==> src/rtl/spe_pkg.sv <==
// rtl/spe_pkg.sv - shared state encoding and width helpers for the serial priority encoder
package spe_pkg;

    typedef enum logic [0:0] {
        IDLE = 1'b0,
        EMIT = 1'b1
    } spe_state_t;

    localparam int SPE_DEFAULT_N = 4;

    // Index width for an N-bit request vector; N is a power of two, at least 2.
    function automatic int spe_idx_width(input int n);
        return $clog2(n);
    endfunction

endpackage

==> src/rtl/serial_priority_encoder_lowest_set_index.sv <==
// rtl/serial_priority_encoder_lowest_set_index.sv - combinational lowest-set-bit index and single-bit flag
module lowest_set_index
    import spe_pkg::*;
#(
    parameter int N = SPE_DEFAULT_N,
    localparam int W = spe_idx_width(N)
) (
    input  logic [N-1:0] vec,
    output logic [W-1:0] idx,
    output logic         onehot
);

    logic [N-1:0] vec_minus_one;

    assign vec_minus_one = vec - N'(1);
    // Clearing the lowest set bit leaves zero only when exactly one bit was set.
    assign onehot        = (vec != '0) && ((vec & vec_minus_one) == '0);

    always_comb begin
        idx = '0;
        for (int i = N - 1; i >= 0; i--) begin
            if (vec[i]) begin
                idx = W'(i);
            end
        end
    end

endmodule

==> src/rtl/serial_priority_encoder.sv <==
// rtl/serial_priority_encoder.sv - emits the index of each set request bit, lowest first, one per beat
// Optional population-count output enabled by SPE_COUNT_EN.
module serial_priority_encoder
    import spe_pkg::*;
#(
    parameter int N = SPE_DEFAULT_N,
    localparam int W = spe_idx_width(N)
) (
    input  logic         clk,
    input  logic         rst,
    input  logic [N-1:0] in_vec,
    input  logic         in_valid,
    output logic         in_ready,
    output logic [W-1:0] out_code,
    output logic         out_valid,
    input  logic         out_ready,
    output logic         out_last,
    output logic         zero_err
`ifdef SPE_COUNT_EN
    ,
    output logic [W:0]   out_count
`endif
);

    spe_state_t   state;
    logic [N-1:0] pend;
    logic [N-1:0] pend_minus_one;
    logic [W-1:0] low_idx;
    logic         low_onehot;

    lowest_set_index #(
        .N (N)
    ) u_lowest (
        .vec    (pend),
        .idx    (low_idx),
        .onehot (low_onehot)
    );

    // pend is cleared in IDLE, so both outputs read zero there without extra gating.
    assign out_code       = low_idx;
    assign out_last       = low_onehot;
    assign pend_minus_one = pend - N'(1);

    always_ff @(posedge clk) begin
        if (rst) begin
            state     <= IDLE;
            pend      <= '0;
            in_ready  <= 1'b1;
            out_valid <= 1'b0;
            zero_err  <= 1'b0;
        end else begin
            zero_err <= 1'b0;
            case (state)
                IDLE: begin
                    if (in_valid) begin
                        if (in_vec != '0) begin
                            pend      <= in_vec;
                            state     <= EMIT;
                            in_ready  <= 1'b0;
                            out_valid <= 1'b1;
                        end else begin
                            zero_err <= 1'b1;
                        end
                    end
                end
                EMIT: begin
                    if (out_ready) begin
                        pend <= pend & pend_minus_one;
                        if (low_onehot) begin
                            state     <= IDLE;
                            in_ready  <= 1'b1;
                            out_valid <= 1'b0;
                        end
                    end
                end
                default: begin
                    state     <= IDLE;
                    pend      <= '0;
                    in_ready  <= 1'b1;
                    out_valid <= 1'b0;
                end
            endcase
        end
    end

`ifdef SPE_COUNT_EN
    logic [W:0] in_popcount;

    always_comb begin
        in_popcount = '0;
        for (int i = 0; i < N; i++) begin
            in_popcount = in_popcount + (W + 1)'(in_vec[i]);
        end
    end

    // Latched at acceptance and held for the whole EMIT period.
    always_ff @(posedge clk) begin
        if (rst) begin
            out_count <= '0;
        end else if (state == IDLE) begin
            if (in_valid && (in_vec != '0)) begin
                out_count <= in_popcount;
            end
        end else if (out_ready && low_onehot) begin
            out_count <= '0;
        end
    end
`endif

endmodule

==> config.mk <==
export PLATFORM = sky130hd
export DESIGN_NAME = serial_priority_encoder
export DESIGN_NICKNAME = d
export VERILOG_FILES = /design/src/rtl/spe_pkg.sv /design/src/rtl/serial_priority_encoder_lowest_set_index.sv /design/src/rtl/serial_priority_encoder.sv
export SDC_FILE = /design/constraint.sdc
export NUM_CORES = 1
export LEC_CHECK = 0
export ABC_AREA = 0
export ABC_CLOCK_PERIOD_IN_PS = 1700
export BUFFER_PORTS_ARGS = -buffer_cell sky130_fd_sc_hd__buf_2
export CAP_MARGIN = 20
export CORE_AREA = 2 2 39 41
export DETAILED_ROUTE_END_ITERATION = 8
export DIE_AREA = 0 0 41 43
export GPL_TIMING_DRIVEN = 0
export PLACE_DENSITY = 0.61
export SYNTH_ARGS = -nofsm -noshare
export SYNTH_HDL_FRONTEND = slang
export SYNTH_SLANG_ARGS = --single-unit
==> constraint.sdc <==
create_clock -name clk -period 1.7 [get_ports clk]
set_clock_uncertainty 0.1 [all_clocks]
set_input_delay 0 -clock clk [delete_from_list [all_inputs] [get_ports clk]]
set_output_delay 0 -clock clk [all_outputs]
set_load 0.02 [all_outputs]
==> results.ini, run 1 <==
[outcome]
status = finished clean

[critical_path]
slowest_delay_ns = 0.53
path_cells = dlygate4sd3_1 -> buf_2 -> nor4_1 -> o21ai_0 -> a311oi_1
worstPathArrival_ns = 1.58
r2r_start = pend[0]$_SDFFE_PP0P_
cp-start-kind = input port
required_ns = 1.75
r2r-end = in_ready$_SDFFE_PP1P_
r2r_cells = 4
reg2reg_slack_ns = 0.19
cpMaxStageDelayCell = dlygate4sd3_1
critPathKind = in2reg
end_kind = flop
crit_path_max_fanout = 3

[layout]
layout_common_cells = 12 x buf_2, 8 x dfxtp_1, 5 x nand2_1, 5 x a21oi_1, 5 x dlygate4sd3_1
antenna_cells = 0
final_common_cell = buf_2
nNetsFinal = 79
postLayoutCellArea_um2 = 572
area_growth_pct = 36.4
drive_gt1_frac = 0.246

[sta]
min_period_ns = 1.52
fin_tns_setup_ns = 0
worstMarginPinSlew_ns = 0.447
hold_viol = 0
max_freq_ghz = 0.656
rsz0062_at_grt = no
setup_violations = 0
period_share = 0.896
maxSlewHeadroom = 0.699
slew_viol_final = 0

[synthesis]
synthTopCellsByArea = dfxtp_1 38%, a21oi_1 6.0%, a221o_1 4.8%, nand2_1 4.5%, nand2b_1 4.5%
postSynthAreaPerCell_um2 = 8.55
synth.largest_area_cell = dfxtp_1
netlist_instances = 49
yosys_warnings = 0
ys_seq_area_frac = 0.382
synth_nets = 57
synth_seq_cells = 8
yosysTopAreaCellShare = 0.382
yosysUniqueCellTypes = 24
syn_area_um2 = 419

[global_route]
grt_max_degree = 10
grt_pass1_wl_mm = 1.65
grt_overflow = 0
antenna_found_initial = 0
grt_usage = 0.146
grt_pass1_vias = 403

[cts]
numCtsBuffers = 3
post_cts_resized = 0
post_cts_buffers = 0
clkTransAtPathRegs_ns = 0.06
clk_path_buf_depth = 2
hold_buffers = 5
clk_latency_ns = 0.25
cts_sinks = 8
cts_tree = yes
cts_root_buf = clkbuf_4
h-tree-depth = 1

[worst_hold_path]
hold_class = in2reg
hold-path-cell-count = 2
holdPathEnd = pend[1]$_SDFFE_PP0P_
worstHoldStart = rst

[routing]
dr_total_vias = 432
drc_errors = 0
wl_per_cell_um = 12.4
wl_mm = 1.06
dr.pass1.iters = 4
via_per_inst = 5.08
ant_nets = 0
drtIter0Drc = 11

[floorplan]
die_h_um = 43
die-area_um2 = 1760
die_x_um = 41
core_um2 = 1380
io_pins = 14
placementRows = 14
initial_core_util = 0.303

[pwr]
ir_drop_mv = 0.341
power_density_nw_per_um2 = 856
p_leak_nw = 0.245

[placed_design]
dpl_cell_area_um2 = 499
hpwlAfterDp_um = 713
gp_congestion = 0.770
portBuffers = 12

[job]
maxCapViolCount = 0

layer usage:
metal  vias up  GRT usage  routed length, um
li1        224          -                  -
met1       193      0.168                485
met2        13      0.216                497
met3         2     0.0471                 61
met4         0      0.100                 11
met5         -          0                  0
final cells by class:
| type | instances | area [um2] |
|---|---|---|
| fillers | 151 | 812 |
| repair buffers | 17 | 110 |
| inverters | 2 | 7.51 |
| multi-input cells | 36 | 221 |
| flip-flops and latches | 8 | 160 |
| clock buffers | 3 | 22.5 |
| well taps | 16 | 20.0 |
| plain buffers | 3 | 30.0 |
kinds of logic (layout without fill, tap and decap cells):
group                  after synthesis  after routing  synth area share
XOR/XNOR                             1              1            0.0209
buffers and inverters                5             25            0.0895
flip-flops                           8              8             0.382
AND/OR/NAND/NOR                     19             19             0.233
AO/OA/AOI/OAI                       16             16             0.275
cells in the mapped netlist (all sizes together):
cell type / n
o21bai: 1
o221ai: 1
dfxtp: 8
a211oi: 1
or4: 1
nor2b: 2
a21oi: 5
nor4b: 1
nand2: 5
buf: 2
nor3: 2
inv: 2
nor2: 4
xor2: 1
o21ai: 1
clkbuf: 1
o31ai: 1
a311oi: 2
a221o: 2
nor4: 1
o211ai: 1
nand2b: 3
o32ai: 1
metrics by stage:
step / setup WS, ns / instances / total power, W / hold slack, ns / util
final: 0.177 / 85 / 0.000490 / 0.0172 / 0.413
after global routing: 0.0435 / 85 / 0.000519 / 0.0292 / 0.413
after CTS: 0.174 / 85 / 0.000492 / 0.00878 / 0.413
after detailed placement: 0.215 / 77 / 0.000337 / 0.122 / 0.361
after global placement: 0.216 / 77 / 0.000336 / 0.119 / 0.361
after floorplan: 0.176 / 49 / 0.000299 / 0.00972 / -
worst max path at each step:
stage,start,to
detailed placement,pend[0]$_SDFFE_PP0P_,in_ready$_SDFFE_PP1P_
finish,in_vec[1],pend[3]$_SDFFE_PP0P_
global route,in_vec[1],pend[3]$_SDFFE_PP0P_
global placement,pend[0]$_SDFFE_PP0P_,in_ready$_SDFFE_PP1P_
floorplan,pend[0]$_SDFFE_PP0P_,in_ready$_SDFFE_PP1P_
CTS,in_vec[1],pend[3]$_SDFFE_PP0P_
where the power goes:
group          total [W]  switching (W)  internal (W)  leakage [nW]
combinational   0.000131      0.0000743     0.0000563         0.165
sequential      0.000213      0.0000112      0.000202        0.0659
clock           0.000146      0.0000652     0.0000808        0.0138
total           0.000490       0.000151      0.000339         0.245
critical path: cells and delay by family:
kind / cells / cell delay, ns
buffers and inverters: 2 / 0.67
AO/OA/AOI/OAI: 2 / 0.48
AND/OR/NAND/NOR: 1 / 0.43
sequential cells by signal, summed over array words and instances, names as in the netlist:
signal and flops:
zero_err 1, in_ready 1, out_valid 1, state 1, pend 4
Power figures use the tool's default switching activity.
==> run 2, diff against run 1 <==
Settings changed: REMOVE_ABC_BUFFERS set to 1.
==> run 2 against run 1 <==
Sequential share of layout area grew 0.76 points. Final area shrank 2.6%. Highest routed layer unchanged. Global-route usage is 1.4 points lower.
==> results.ini, run 2 (same netlist as run 1, synthesis figures left out) <==
[critical_path]
r2r-end = in_ready$_SDFFE_PP1P_
required_ns = 1.60  ; -0.15 ns
startpoint = pend[0]$_SDFFE_PP0P_
endpoint = out_last
crit_path_max_fanout = 8  ; +5
r2r_cells = 3  ; -1
worstPathArrival_ns = 1.44  ; -0.14 ns
cp-start-kind = flop
r2r_start = pend[0]$_SDFFE_PP0P_
end_kind = output pin
critPathKind = reg2out
reg2reg_slack_ns = 0.16  ; -0.03 ns

[routing]
ant_nets = 0  ; unchanged
dr_total_vias = 432  ; unchanged
wl_mm = 1.05  ; -0.85%
drtIter0Drc = 6  ; -5
wl_per_cell_um = 12.5  ; +0.33%
dr.pass1.iters = 4  ; unchanged
drc_errors = 0  ; unchanged
via_per_inst = 5.14  ; +1.2%

[sta]
hold_viol = 0  ; unchanged
finalHoldWorstSlack_ns = 0.0429  ; +0.0257 ns
fin_tns_setup_ns = 0  ; unchanged
maxSlewHeadroom = 0.717  ; +0.0184
setup_violations = 0  ; unchanged
slew_viol_final = 0  ; unchanged
min_period_ns = 1.54  ; +0.0204 ns
max_freq_ghz = 0.648  ; -1.3%
period_share = 0.908  ; +0.0120
worstMarginPinSlew_ns = 0.420  ; -0.0274 ns
rsz0062_at_grt = no

[cts]
clkTransAtPathRegs_ns = 0.05  ; about the same
post_cts_resized = 0  ; unchanged
clk_path_buf_depth = 2  ; unchanged
post_cts_buffers = 0  ; unchanged
cts_root_buf = clkbuf_4
h-tree-depth = 1  ; unchanged
cts_sinks = 8  ; unchanged
clk_latency_ns = 0.26  ; about the same
numCtsBuffers = 3  ; unchanged
cts_tree = yes

[pwr]
power.total_w = 0.000487  ; -0.50%
power_density_nw_per_um2 = 875  ; +2.2%
p_leak_nw = 0.238  ; -2.6%
ir_drop_mv = 0.218  ; -36%

[floorplan]
initial_core_util = 0.303  ; unchanged
placementRows = 14  ; unchanged
die_h_um = 43  ; unchanged
die_x_um = 41  ; unchanged
io_pins = 14  ; unchanged
core_um2 = 1380  ; unchanged
die-area_um2 = 1760  ; unchanged

[global_route]
grt_pass1_vias = 385  ; -4.5%
grt_overflow = 0  ; unchanged
grt_pass1_wl_mm = 1.55  ; -6.3%
grt_usage = 0.132  ; -0.0142
grt_max_degree = 10  ; unchanged
antenna_found_initial = 0  ; unchanged

[placed_design]
placedCellCount = 75  ; -2.6%
portBuffers = 13  ; +1
gp_congestion = 0.724  ; -6.0%
hpwlAfterDp_um = 707  ; -0.97%

[layout]
largest_register_ffs = 4  ; unchanged
final_common_cell = buf_2
fillCellCount = 149  ; -1.3%
fin_cells = 84  ; -1.2%
fin_util = 0.402  ; -0.0108
nNetsFinal = 78  ; -1.3%
area_growth_pct = 32.8
antenna_cells = 0  ; unchanged
largest-register = pend
drive_gt1_frac = 0.235  ; -0.0111
layout_common_cells = 13 x buf_2, 8 x dfxtp_1, 6 x dlygate4sd3_1

[outcome]
status = finished clean

[job]
maxCapViolCount = 0  ; unchanged

[worst_hold_path]
hold_class = in2reg

[run 2: cell count changes in the layout (fill, tap and decap cells not counted), sizes merged]
| cell | before | now |
|---|---|---|
| dlygate4sd3 | 5 | 6 |
| buf | 14 | 13 |
| clkbuf | 4 | 3 |
[run 2: per-layer routing]
| layer | GRT usage | share of wire | vias to the layer above |
|---|---|---|---|
| met5 | 0 | 0 | - |
| met4 | 0.100 | 0.013 | 0 |
| met3 | 0.0314 | 0.042 | 2 |
| met2 | 0.181 | 0.43 | 13 |
| met1 | 0.167 | 0.51 | 195 |
| li1 | - | - | 222 |
[run 2: worst max-delay path: stages, from the launching register on]
cell     delay [ns]
dfxtp_1        0.47
nor2_1         0.11
a221o_1        0.42
buf_2          0.19
[run 2: worst min path at each step]
stage	startpoint	depth (start not counted)	endpoint	slack (ns)
finish	in_vec[2]	3	zero_err$_SDFF_PP0_	0.04
global route	in_vec[2]	3	zero_err$_SDFF_PP0_	0.06
CTS	in_vec[2]	3	zero_err$_SDFF_PP0_	0.03
detailed placement	out_ready	2	state$_SDFF_PP0_	0.12
global placement	out_ready	2	state$_SDFF_PP0_	0.12
floorplan	rst	1	pend[0]$_SDFFE_PP0P_	-0.03
[run 2: final cells by class]
| type | count | area, um2 | share of cell area |
|---|---|---|---|
| Multi-Input combinational cell | 36 | 221 | 0.398 |
| Sequential cell | 8 | 160 | 0.288 |
| Inverter | 2 | 7.51 | 0.0135 |
| Timing Repair Buffer | 19 | 125 | 0.225 |
| Clock buffer | 3 | 22.5 | 0.0404 |
| Tap cell | 16 | 20.0 | 0.0360 |
[run 2: what timing repair did]
| item | CTS | global route |
|---|---|---|
| endpoints found under the hold margin | 7 | 0 |
| endpoints found under the setup margin | 0 | 0 |
| hold buffers | 6 | 0 |
[run 2: metrics by stage]
| stage | cell area [um2] | setup slack [ns] |
|---|---|---|
| floorplan | 389 | 0.172 |
| finish | 557 | 0.156 |
| detailed placement | 474 | 0.162 |
| global route | 557 | 0.0785 |
| CTS | 557 | 0.148 |
| global placement | 474 | 0.168 |
[run 2: where the power goes]
part	leakage [nW]	internal, W	switching [W]
combinational	0.159	0.0000516	0.0000679
sequential	0.0659	0.000202	0.0000156
clock	0.0138	0.0000811	0.0000693
==> run 3, diff against run 2 <==
Settings changed: BUFFER_PORTS_ARGS -buffer_cell sky130_fd_sc_hd__buf_2 to not set, CTS_CLUSTER_SIZE set to 12, DONT_BUFFER_PORTS set to 1, PLACE_DENSITY 0.61 to 0.52.
==> run 3 against run 2 <==
Clock-buffer cell count unchanged. Combinational power down 21%. Setup slack worse by 0.080 ns. Critical path depth unchanged. Global-route usage up 0.70 points. Sequential cell count unchanged.
==> results.ini, run 3 (same netlist as run 1, synthesis figures left out) <==
[outcome]
status = finished clean

[floorplan]
die_x_um = 41  ; unchanged
io_pins = 14  ; unchanged
die_h_um = 43  ; unchanged
initial_core_util = 0.303  ; unchanged
core_um2 = 1380  ; unchanged
placementRows = 14  ; unchanged
die-area_um2 = 1760  ; unchanged

[global_route]
grt_pass1_wl_mm = 1.52  ; -1.7%
antenna_found_initial = 0  ; unchanged
grt_max_degree = 10  ; unchanged
grt_pass1_vias = 358  ; -7.0%
grt_usage = 0.139  ; +0.00703
grt_overflow = 0  ; unchanged

[layout]
largest-register = pend
largest_register_ffs = 4  ; unchanged
drive_gt1_frac = 0.0714  ; -0.164
fillCellCount = 154  ; +3.4%
antenna_cells = 0  ; unchanged
fin_cells = 72  ; -14%
layout_common_cells = 7 x dlygate4sd3_1, 7 x dfxtp_1, 5 x nand2_1, 5 x a21oi_1, 4 x nor2_1
nNetsFinal = 66  ; -15%
area_growth_pct = 20.0
fin_util = 0.363  ; -0.0389

[cts]
cts_root_buf = clkbuf_4
cts_sinks = 8  ; unchanged
numCtsBuffers = 3  ; unchanged
clk_path_buf_depth = 2  ; unchanged
post_cts_buffers = 0  ; unchanged
clk_latency_ns = 0.25  ; about the same
clkTransAtPathRegs_ns = 0.05  ; about the same
cts_tree = yes
h-tree-depth = 1  ; unchanged

[routing]
ant_nets = 0  ; unchanged
via_per_inst = 5.53  ; +7.5%
dr_total_vias = 398  ; -7.9%
wl_um = 962  ; -8.0%
wl_per_cell_um = 13.4  ; +7.3%
drc_errors = 0  ; unchanged
drtIter0Drc = 17  ; +11
dr.pass1.iters = 4  ; unchanged

[pwr]
power_density_nw_per_um2 = 921  ; +5.2%
p_leak_nw = 0.187  ; -21%
ir_drop_mv = 0.300  ; +37%

[placed_design]
gp_congestion = 0.757  ; +4.6%
placedCellCount = 62  ; -17%
hpwlAfterDp_um = 672  ; -4.9%
portBuffers = 0  ; -13

[critical_path]
required_ns = 1.74  ; +0.14 ns
cpMaxStageDelayCell = a221o_1
path_cells = nor2_1 -> a221o_1 -> a221o_1
cp-start-kind = flop
path_delay_family = compound AO/OA/AOI/OAI gates
worstPathArrival_ns = 1.66  ; +0.22 ns
critPathKind = reg2reg
path_buf_inv = 0  ; -1
crit_path_frequent_cell = a221o_1
cp.depth = 3  ; unchanged
crit_path_max_fanout = 7  ; -1
slowest_delay_ns = 0.51  ; +0.04 ns
end_kind = flop
r2r_cells = 3  ; unchanged

[sta]
setup_violations = 0  ; unchanged
worstMarginPinSlew_ns = 0.612  ; +0.192 ns
maxSlewHeadroom = 0.589  ; -0.128
fin_tns_setup_ns = 0  ; unchanged
rsz0062_at_grt = no
max_freq_ghz = 0.616  ; -4.9%
min_period_ns = 1.62  ; +0.0797 ns
slew_viol_final = 0  ; unchanged
period_share = 0.955  ; +0.0469
hold_viol = 0  ; unchanged

[worst_hold_path]
hold-path-cell-count = 3  ; unchanged
hold_class = in2reg

[job]
maxCapViolCount = 0  ; unchanged

-- run 3: cell count changes in the layout (fill, tap and decap cells not counted), sizes merged --
| cell | before | now |
|---|---|---|
| dlygate4sd3 | 6 | 7 |
| buf | 13 | 0 |
-- run 3: power by group --
| group | leakage, nW | switching (W) | internal [W] |
|---|---|---|---|
| logic | 0.107 | 0.0000560 | 0.0000380 |
| clock network | 0.0138 | 0.0000631 | 0.0000807 |
| registers | 0.0663 | 0.0000232 | 0.000202 |
-- run 3: worst register-to-register path, cell delays in order (launching register included) --
cell and delay [ns]:
dfxtp_1 0.46, nor2_1 0.09, a221o_1 0.51, a221o_1 0.36
-- run 3: cell type report --
class,instances,area [um2],share of cell area
multi-input cells,36,221,0.440
flip-flops and latches,8,161,0.321
repair buffers,7,70.1,0.139
clock buffers,3,22.5,0.0448
well taps,16,20.0,0.0398
inverters,2,7.51,0.0149
-- run 3: stage by stage --
stage	area, um2	setup WS [ns]	total power, W	hold slack, ns
3_5_place_dp	409	0.0520	0.000303	-0.0272
3_3_place_gp	409	0.0515	0.000303	-0.0249
6_report	503	0.0765	0.000463	0.00527
4_1_cts	502	0.0406	0.000473	0.00723
2_1_floorplan	389	0.172	0.000289	-0.0309
5_1_grt	503	0.00259	0.000494	0.0201
-- run 3: timing repair --
| item | in CTS | in global routing |
|---|---|---|
| gates resized for setup | 0 | 1 |
| hold endpoints to repair | 8 | 0 |
| endpoints found under the setup margin | 0 | 1 |
| hold buffers | 7 | 0 |
-- run 3: routing by layer --
layer / share of wire / GRT usage / vias to the layer above
met2: 0.39 / 0.156 / 14
met3: 0.069 / 0.0838 / 2
met4: 0.011 / 0.100 / 0
met1: 0.53 / 0.183 / 181
li1: - / - / 201
met5: 0 / 0 / -
-- run 3: worst paths after layout --
check	startpoint	to	slack, ns
setup / recovery	pend[1]$_SDFFE_PP0P_	in_ready$_SDFFE_PP1P_	0.08
hold / removal	in_valid	pend[0]$_SDFFE_PP0P_	0.005
setup reg to reg	pend[1]$_SDFFE_PP0P_	in_ready$_SDFFE_PP1P_	0.08
hold reg to reg	pend[2]$_SDFFE_PP0P_	pend[2]$_SDFFE_PP0P_	0.45
